--- src/rtl/id_fwd_stage_pkg.sv ---
// Shared RV32I decode codes for the ID stage.
// Opcodes, instruction-type enum and the decode bundle.
package id_fwd_stage_pkg;

  localparam logic [6:0] OP_LUI    = 7'b0110111;
  localparam logic [6:0] OP_AUIPC  = 7'b0010111;
  localparam logic [6:0] OP_JAL    = 7'b1101111;
  localparam logic [6:0] OP_JALR   = 7'b1100111;
  localparam logic [6:0] OP_BRANCH = 7'b1100011;
  localparam logic [6:0] OP_LOAD   = 7'b0000011;
  localparam logic [6:0] OP_STORE  = 7'b0100011;
  localparam logic [6:0] OP_IMM    = 7'b0010011;
  localparam logic [6:0] OP_REG    = 7'b0110011;
  localparam logic [6:0] OP_FENCE  = 7'b0001111;
  localparam logic [6:0] OP_SYSTEM = 7'b1110011;

  localparam int TYPE_W = 6;

  typedef enum logic [TYPE_W-1:0] {
    T_NOP, T_LUI, T_AUIPC, T_JAL, T_JALR,
    T_BEQ, T_BNE, T_BLT, T_BGE, T_BLTU, T_BGEU,
    T_LB, T_LH, T_LW, T_LBU, T_LHU,
    T_SB, T_SH, T_SW,
    T_ADDI, T_SLTI, T_SLTIU, T_XORI, T_ORI, T_ANDI,
    T_SLLI, T_SRLI, T_SRAI,
    T_ADD, T_SUB, T_SLL, T_SLT, T_SLTU,
    T_XOR, T_SRL, T_SRA, T_OR, T_AND,
    T_FENCE, T_SYSTEM
  } inst_type_e;

  typedef struct packed {
    inst_type_e  typ;
    logic [31:0] imm;
    logic [4:0]  rs1;
    logic [4:0]  rs2;
    logic [4:0]  rd;
    logic        rs1_re;
    logic        rs2_re;
    logic        rd_we;
    logic        is_load;
    logic        illegal;
  } dec_t;

endpackage

--- src/rtl/id_decoder.sv ---
// Combinational RV32I decoder.
// Maps an instruction word to type, immediate and register use.
module id_decoder
  import id_fwd_stage_pkg::*;
(
  input  logic [31:0] inst,
  output dec_t        dec
);

  logic [6:0]  op;
  logic [2:0]  f3;
  logic        alt;
  logic [31:0] imm_i;
  logic [31:0] imm_s;
  logic [31:0] imm_b;
  logic [31:0] imm_u;
  logic [31:0] imm_j;
  logic [31:0] imm_sh;

  assign op     = inst[6:0];
  assign f3     = inst[14:12];
  assign alt    = inst[30];
  assign imm_i  = {{20{inst[31]}}, inst[31:20]};
  assign imm_s  = {{20{inst[31]}}, inst[31:25], inst[11:7]};
  assign imm_b  = {{19{inst[31]}}, inst[31], inst[7],
                   inst[30:25], inst[11:8], 1'b0};
  assign imm_u  = {inst[31:12], 12'b0};
  assign imm_j  = {{11{inst[31]}}, inst[31], inst[19:12],
                   inst[20], inst[30:21], 1'b0};
  assign imm_sh = {27'b0, inst[24:20]};

  // Opcode dispatch, then illegal/x0 gating of side effects.
  always_comb begin
    dec         = '0;
    dec.typ     = T_NOP;
    dec.rs1     = inst[19:15];
    dec.rs2     = inst[24:20];
    dec.rd      = inst[11:7];
    dec.illegal = 1'b1;
    unique case (1'b1)
      op == OP_LUI: begin
        dec.typ     = T_LUI;
        dec.imm     = imm_u;
        dec.rd_we   = 1'b1;
        dec.illegal = 1'b0;
      end
      op == OP_AUIPC: begin
        dec.typ     = T_AUIPC;
        dec.imm     = imm_u;
        dec.rd_we   = 1'b1;
        dec.illegal = 1'b0;
      end
      op == OP_JAL: begin
        dec.typ     = T_JAL;
        dec.imm     = imm_j;
        dec.rd_we   = 1'b1;
        dec.illegal = 1'b0;
      end
      op == OP_JALR: begin
        dec.typ     = T_JALR;
        dec.imm     = imm_i;
        dec.rs1_re  = 1'b1;
        dec.rd_we   = 1'b1;
        dec.illegal = f3 != 3'b000;
      end
      op == OP_BRANCH: begin
        dec.imm     = imm_b;
        dec.rs1_re  = 1'b1;
        dec.rs2_re  = 1'b1;
        dec.illegal = 1'b0;
        unique case (f3)
          3'b000:  dec.typ = T_BEQ;
          3'b001:  dec.typ = T_BNE;
          3'b100:  dec.typ = T_BLT;
          3'b101:  dec.typ = T_BGE;
          3'b110:  dec.typ = T_BLTU;
          3'b111:  dec.typ = T_BGEU;
          default: dec.illegal = 1'b1;
        endcase
      end
      op == OP_LOAD: begin
        dec.imm     = imm_i;
        dec.rs1_re  = 1'b1;
        dec.rd_we   = 1'b1;
        dec.is_load = 1'b1;
        dec.illegal = 1'b0;
        unique case (f3)
          3'b000:  dec.typ = T_LB;
          3'b001:  dec.typ = T_LH;
          3'b010:  dec.typ = T_LW;
          3'b100:  dec.typ = T_LBU;
          3'b101:  dec.typ = T_LHU;
          default: dec.illegal = 1'b1;
        endcase
      end
      op == OP_STORE: begin
        dec.imm     = imm_s;
        dec.rs1_re  = 1'b1;
        dec.rs2_re  = 1'b1;
        dec.illegal = 1'b0;
        unique case (f3)
          3'b000:  dec.typ = T_SB;
          3'b001:  dec.typ = T_SH;
          3'b010:  dec.typ = T_SW;
          default: dec.illegal = 1'b1;
        endcase
      end
      op == OP_IMM: begin
        dec.imm     = imm_i;
        dec.rs1_re  = 1'b1;
        dec.rd_we   = 1'b1;
        dec.illegal = 1'b0;
        unique case (f3)
          3'b000: dec.typ = T_ADDI;
          3'b010: dec.typ = T_SLTI;
          3'b011: dec.typ = T_SLTIU;
          3'b100: dec.typ = T_XORI;
          3'b110: dec.typ = T_ORI;
          3'b111: dec.typ = T_ANDI;
          3'b001: begin
            dec.typ = T_SLLI;
            dec.imm = imm_sh;
          end
          default: begin
            dec.typ = alt ? T_SRAI : T_SRLI;
            dec.imm = imm_sh;
          end
        endcase
      end
      op == OP_REG: begin
        dec.rs1_re  = 1'b1;
        dec.rs2_re  = 1'b1;
        dec.rd_we   = 1'b1;
        dec.illegal = 1'b0;
        unique case (f3)
          3'b000:  dec.typ = alt ? T_SUB : T_ADD;
          3'b001:  dec.typ = T_SLL;
          3'b010:  dec.typ = T_SLT;
          3'b011:  dec.typ = T_SLTU;
          3'b100:  dec.typ = T_XOR;
          3'b101:  dec.typ = alt ? T_SRA : T_SRL;
          3'b110:  dec.typ = T_OR;
          default: dec.typ = T_AND;
        endcase
      end
      op == OP_FENCE: begin
        dec.typ     = T_FENCE;
        dec.illegal = f3 != 3'b000;
      end
      op == OP_SYSTEM: begin
        dec.typ     = T_SYSTEM;
        dec.imm     = imm_i;
        dec.illegal = f3 != 3'b000;
      end
      default: begin
        dec.illegal = 1'b1;
      end
    endcase
    if (dec.illegal) begin
      dec.typ     = T_NOP;
      dec.imm     = '0;
      dec.rs1_re  = 1'b0;
      dec.rs2_re  = 1'b0;
      dec.rd_we   = 1'b0;
      dec.is_load = 1'b0;
    end
    if (dec.rd == 5'd0) dec.rd_we = 1'b0;
  end

endmodule

--- src/rtl/id_fwd_stage.sv ---
// RV32I decode stage with ID/EX register.
// Prioritised forwarding, load-use stall, flush, handshakes.
module id_fwd_stage
  import id_fwd_stage_pkg::*;
#(
  parameter int XLEN        = 32,
  parameter int REG_ADDR_W  = 5,
  parameter int NUM_FWD     = 2,
  parameter int INST_TYPE_W = 6,
  parameter int STALL_CNT_W = 16
) (
  input  logic                          clk_in,
  input  logic                          rst_in,
  input  logic                          rdy_in,
  input  logic                          if_valid_in,
  input  logic [XLEN-1:0]               if_pc_in,
  input  logic [31:0]                   if_inst_in,
  output logic                          id_ready_out,
  output logic [REG_ADDR_W-1:0]         rs1_addr_out,
  output logic [REG_ADDR_W-1:0]         rs2_addr_out,
  output logic                          rs1_read_out,
  output logic                          rs2_read_out,
  input  logic [XLEN-1:0]               rs1_data_in,
  input  logic [XLEN-1:0]               rs2_data_in,
  input  logic [NUM_FWD-1:0]            fwd_wreg_in,
  input  logic [NUM_FWD*REG_ADDR_W-1:0] fwd_waddr_in,
  input  logic [NUM_FWD*XLEN-1:0]       fwd_wdata_in,
  input  logic [NUM_FWD-1:0]            fwd_is_load_in,
  input  logic                          flush_in,
  input  logic                          ex_ready_in,
  output logic                          ex_valid_out,
  output logic [INST_TYPE_W-1:0]        inst_type_out,
  output logic [XLEN-1:0]               pc_out,
  output logic [XLEN-1:0]               imm_out,
  output logic [XLEN-1:0]               rs1_val_out,
  output logic [XLEN-1:0]               rs2_val_out,
  output logic                          rd_we_out,
  output logic [REG_ADDR_W-1:0]         rd_addr_out,
  output logic                          is_load_out,
  output logic                          illegal_out,
  output logic                          stall_req_out,
  output logic [STALL_CNT_W-1:0]        stall_cnt_out
);

  localparam logic [INST_TYPE_W-1:0] NOP_CODE =
    INST_TYPE_W'(T_NOP);

  dec_t dec;

  id_decoder u_dec (
    .inst (if_inst_in),
    .dec  (dec)
  );

  assign rs1_addr_out = REG_ADDR_W'(dec.rs1);
  assign rs2_addr_out = REG_ADDR_W'(dec.rs2);
  assign rs1_read_out = dec.rs1_re;
  assign rs2_read_out = dec.rs2_re;

  // Chains run from the oldest source down to index 0,
  // so the nearest matching producer wins.
  logic [NUM_FWD:0][XLEN-1:0] c1;
  logic [NUM_FWD:0][XLEN-1:0] c2;
  logic [NUM_FWD:0]           l1;
  logic [NUM_FWD:0]           l2;

  assign c1[NUM_FWD] = rs1_data_in;
  assign c2[NUM_FWD] = rs2_data_in;
  assign l1[NUM_FWD] = 1'b0;
  assign l2[NUM_FWD] = 1'b0;

  for (genvar k = 0; k < NUM_FWD; k++) begin : g_fwd
    logic [REG_ADDR_W-1:0] wa;
    logic [XLEN-1:0]       wd;
    logic                  m1;
    logic                  m2;
    assign wa    = fwd_waddr_in[k*REG_ADDR_W +: REG_ADDR_W];
    assign wd    = fwd_wdata_in[k*XLEN +: XLEN];
    assign m1    = fwd_wreg_in[k] && (wa == rs1_addr_out);
    assign m2    = fwd_wreg_in[k] && (wa == rs2_addr_out);
    assign c1[k] = m1 ? wd : c1[k+1];
    assign c2[k] = m2 ? wd : c2[k+1];
    assign l1[k] = m1 ? fwd_is_load_in[k] : l1[k+1];
    assign l2[k] = m2 ? fwd_is_load_in[k] : l2[k+1];
  end

  logic            use1;
  logic            use2;
  logic [XLEN-1:0] rs1_val;
  logic [XLEN-1:0] rs2_val;
  logic            adv;

  assign use1    = dec.rs1_re && (rs1_addr_out != '0);
  assign use2    = dec.rs2_re && (rs2_addr_out != '0);
  assign rs1_val = use1 ? c1[0] : '0;
  assign rs2_val = use2 ? c2[0] : '0;

  assign stall_req_out = if_valid_in &&
                         ((use1 && l1[0]) || (use2 && l2[0]));

  assign adv          = rdy_in && (!ex_valid_out || ex_ready_in);
  assign id_ready_out = adv && !stall_req_out && !flush_in;

  // ID/EX register: flush or bubble clears control, load captures.
  always_ff @(posedge clk_in or negedge rst_in) begin
    if (!rst_in) begin
      ex_valid_out  <= 1'b0;
      inst_type_out <= NOP_CODE;
      pc_out        <= '0;
      imm_out       <= '0;
      rs1_val_out   <= '0;
      rs2_val_out   <= '0;
      rd_we_out     <= 1'b0;
      rd_addr_out   <= '0;
      is_load_out   <= 1'b0;
      illegal_out   <= 1'b0;
    end else if (rdy_in) begin
      if (flush_in ||
          (adv && (!if_valid_in || stall_req_out))) begin
        ex_valid_out  <= 1'b0;
        inst_type_out <= NOP_CODE;
        rd_we_out     <= 1'b0;
        is_load_out   <= 1'b0;
        illegal_out   <= 1'b0;
      end else if (adv) begin
        ex_valid_out  <= 1'b1;
        inst_type_out <= INST_TYPE_W'(dec.typ);
        pc_out        <= if_pc_in;
        imm_out       <= XLEN'($signed(dec.imm));
        rs1_val_out   <= rs1_val;
        rs2_val_out   <= rs2_val;
        rd_we_out     <= dec.rd_we;
        rd_addr_out   <= REG_ADDR_W'(dec.rd);
        is_load_out   <= dec.is_load;
        illegal_out   <= dec.illegal;
      end
    end
  end

  // Saturating count of stalled cycles; flush leaves it alone.
  always_ff @(posedge clk_in or negedge rst_in) begin
    if (!rst_in) begin
      stall_cnt_out <= '0;
    end else if (rdy_in && stall_req_out &&
                 (stall_cnt_out != '1)) begin
      stall_cnt_out <= stall_cnt_out + 1'b1;
    end
  end

endmodule

--- config.mk ---
export PLATFORM = sky130hd
export DESIGN_NAME = id_fwd_stage
export DESIGN_NICKNAME = d
export VERILOG_FILES = /design/src/rtl/id_fwd_stage_pkg.sv /design/src/rtl/id_decoder.sv /design/src/rtl/id_fwd_stage.sv
export SDC_FILE = /design/constraint.sdc
export NUM_CORES = 1
export LEC_CHECK = 0
export BUFFER_PORTS_ARGS = -buffer_cell sky130_fd_sc_hd__buf_4
export CORE_AREA = 2 2 148 150
export DETAILED_ROUTE_END_ITERATION = 7
export DIE_AREA = 0 0 150 152
export HOLD_SLACK_MARGIN = 0.03
export PLACE_DENSITY = 0.74
export RECOVER_POWER = 25
export SLEW_MARGIN = 20
export SYNTH_ARGS = -nofsm -noshare
export SYNTH_HDL_FRONTEND = slang
export SYNTH_SLANG_ARGS = --single-unit
--- constraint.sdc ---
create_clock -name clk_in -period 7.03 [get_ports clk_in]
set_input_delay 2.109 -clock clk_in [delete_from_list [all_inputs] [get_ports clk_in]]
set_output_delay 2.109 -clock clk_in [all_outputs]
set_load 0.01 [all_outputs]
==> impl_metrics.ini <==
[logic_synthesis]
synth_area_leaders = dfrtp_1, mux2i_1, a2111oi_2
synth-edff-count = 0
syn_avg_cell_area_um2 = 10.5
yosysWarnings = 0
synth_top_area_cell = dfrtp_1
synth_common_cells = dfrtp_1, nor2_1, mux2i_1, a21o_1, nand2_1
syn_area_um2 = 9260
ys_seq_elements = 159
synth_most_common_cell = dfrtp_1
seq_area_frac_synth_pct = 43.0
synth-main-ff-cell = dfrtp_1
synth_fp_nets = 1099
postSynthCellCount = 886
synth_async_sr_flop_share_pct = 100
synth_top_area_share_pct = 43.0
synth_cell_type_count = 63

[worst_setup_path]
cp_common_cell = buf_4
path_delay_family = simple AND/OR/NAND/NOR gates
required_ps = 4920
cp_slowest_stage_delay_ps = 520
worstPathArrival_ps = 4100
cp-end-kind = output pin
start_kind = input port
crit_slowest_cell = nor4_1
crit_chain = buf_4 -> xor2_1 -> nor4_1 -> nand3_4 -> mux2i_1 -> o22ai_2 -> and2_1 -> nor2b_1 -> buf_4
worst-path-max-fanout = 6
cp_num_buf_inv = 2
crit_type = input port to output pin

[clocking]
cts_resized = 0
clkTransAtPathRegs_ps = 60
cts_hold_buf = 0
htree_levels = 4
cts_sinks = 159
post_cts_buffers = 0
cts_tree = yes
ctsRootBufferMaster = clkbuf_16
cts_made_buffers = 17
clk_latency_ps = 430
clock_path_buffers = 2

[sta]
rsz0062_at_grt = false
worstMarginPinSlew_ps = 1810
finalCriticalPeriod_ps = 6210
finalClockSkew_ps = 18.4
slew_headroom_pct = -20.6
max_freq_mhz = 161
hold_viol = 0
post-route-period-util_pct = 88.3
worst_slack_ps = 821
final.setup.tns_ps = 0
slew_violations = 164
setup_viol = 0

[pwr]
cellPowerDensity_nw_per_um2 = 190
power_leakage_nw = 6.30
peakVddDrop_uv = 150

[placed_design]
place_congestion = 0.904
pre_cts_slack_ps = 831
hpwl_um = 24600
port_buffers = 384

[cells_and_area]
drive_above_1_share_pct = 42.8
fin_util_pct = 60.2
layout.nets = 1436
area_delta_synth_final_pct = 38.8

[routing]
dr.first_iter.drc_count = 587
dr.pass1.iters = 5
drt-total-wl_um = 32500
vias = 8632
post-route-drc-count = 0
routed_via_density = 5.69
wl_per_cell_um = 21.4
drtAntennaViolNets = 0

[floorplan]
ios = 385
die_area_um2 = 22800
die_h_um = 152
rows = 54
core_area_um2 = 21400
dieWidth_um = 150
start_util_pct = 43.4

[grt]
grt_overflow = 0
grt_pass1_vias = 8714
grt_usage_pct = 28.1
antenna_found_initial = 1
grt_start_max_net_pins = 73
grt_pass1_wl_um = 50000

[outcome]
violations = capacitance limit, slew limit
status = finished with violations

[run]
cap_violations = 3

[hold_path]
min_path_type = flop to flop
cell usage in the layout (no fill, tap or decap), drive strengths merged, types with 12 or more instances in the layout:
| cell | count |
|---|---|
| nor2 | 98 |
| a21o | 64 |
| a21oi | 36 |
| nand4 | 12 |
| a2111oi | 63 |
| buf | 397 |
| mux2 | 39 |
| o21ai | 16 |
| mux2i | 66 |
| inv | 17 |
| clkbuf | 21 |
| xnor2 | 26 |
| dfrtp | 159 |
| o31ai | 33 |
| nand3 | 26 |
| nand2 | 52 |
cell families after synthesis:
family	synth area share, %
xor+xnor	3.22
flops	43.0
fa+ha+maj	0.135
simple gates	12.7
mux	11.9
compound gates	23.6
buf+inv	5.53
worst paths after layout:
kind | start | slack [ps] | cells after the start | to
hold reg to reg | rs2_val_out[26]$_DFFE_PN0P_ | 480 | 1 | rs2_val_out[26]$_DFFE_PN0P_
setup / recovery | if_inst_in[21] | 820 | 9 | id_ready_out
hold / removal | rs2_val_out[26]$_DFFE_PN0P_ | 480 | 1 | rs2_val_out[26]$_DFFE_PN0P_
setup reg to reg | ex_valid_out$_DFFE_PN0P_ | 4690 | 8 | rs1_val_out[8]$_DFFE_PN0P_
max in group asynchronous | rst_in | 2400 | 2 | rs1_val_out[3]$_DFFE_PN0P_
min in group asynchronous | rst_in | 2090 | 1 | rs2_val_out[27]$_DFFE_PN0P_
layout make-up:
type / instances / area [um^2]
antenna: 1 / 2.50
timing repair buffer: 400 / 3030
clock inverter: 14 / 195
multi-input combinational: 636 / 4820
tap: 280 / 350
fill: 1878 / 8500
clock buffer: 18 / 439
sequential: 159 / 3980
inverter: 9 / 33.8
per-stage QoR:
step / hold slack [ps] / std cells / total power [mW] / area (um^2)
after floorplan: 512 / 886 / 1.20 / 9260
after global placement: 462 / 1484 / 1.44 / 12200
after detailed placement: 467 / 1484 / 1.45 / 12200
after CTS: 483 / 1516 / 2.46 / 12900
after global routing: 491 / 1517 / 2.54 / 12900
final: 481 / 1517 / 2.44 / 12900
where the power goes:
group          leakage, nW  total, mW  switching [mW]  internal (mW)
combinational         3.84      0.435           0.213          0.222
sequential            2.14      0.998          0.0289          0.969
clock                0.315       1.01           0.419          0.586
total                 6.30       2.44           0.662           1.78
routing by layer:
metal | GRT usage [%] | up-vias | wire [um]
met2 | 45.6 | 343 | 15700
met4 | 9.61 | 0 | 859
li1 | - | 3986 | -
met3 | 6.52 | 47 | 2510
met5 | 0 | - | 0
met1 | 36.9 | 4256 | 13500
flip-flops by register name, indices dropped and copies added, names as in the netlist:
signal / cells
ex_valid_out: 1
illegal_out: 1
imm_out: 32
inst_type_out: 6
is_load_out: 1
pc_out: 32
rd_addr_out: 5
rd_we_out: 1
rs1_val_out: 32
rs2_val_out: 32
stall_cnt_out: 16
(Power assumes the default switching activity.)
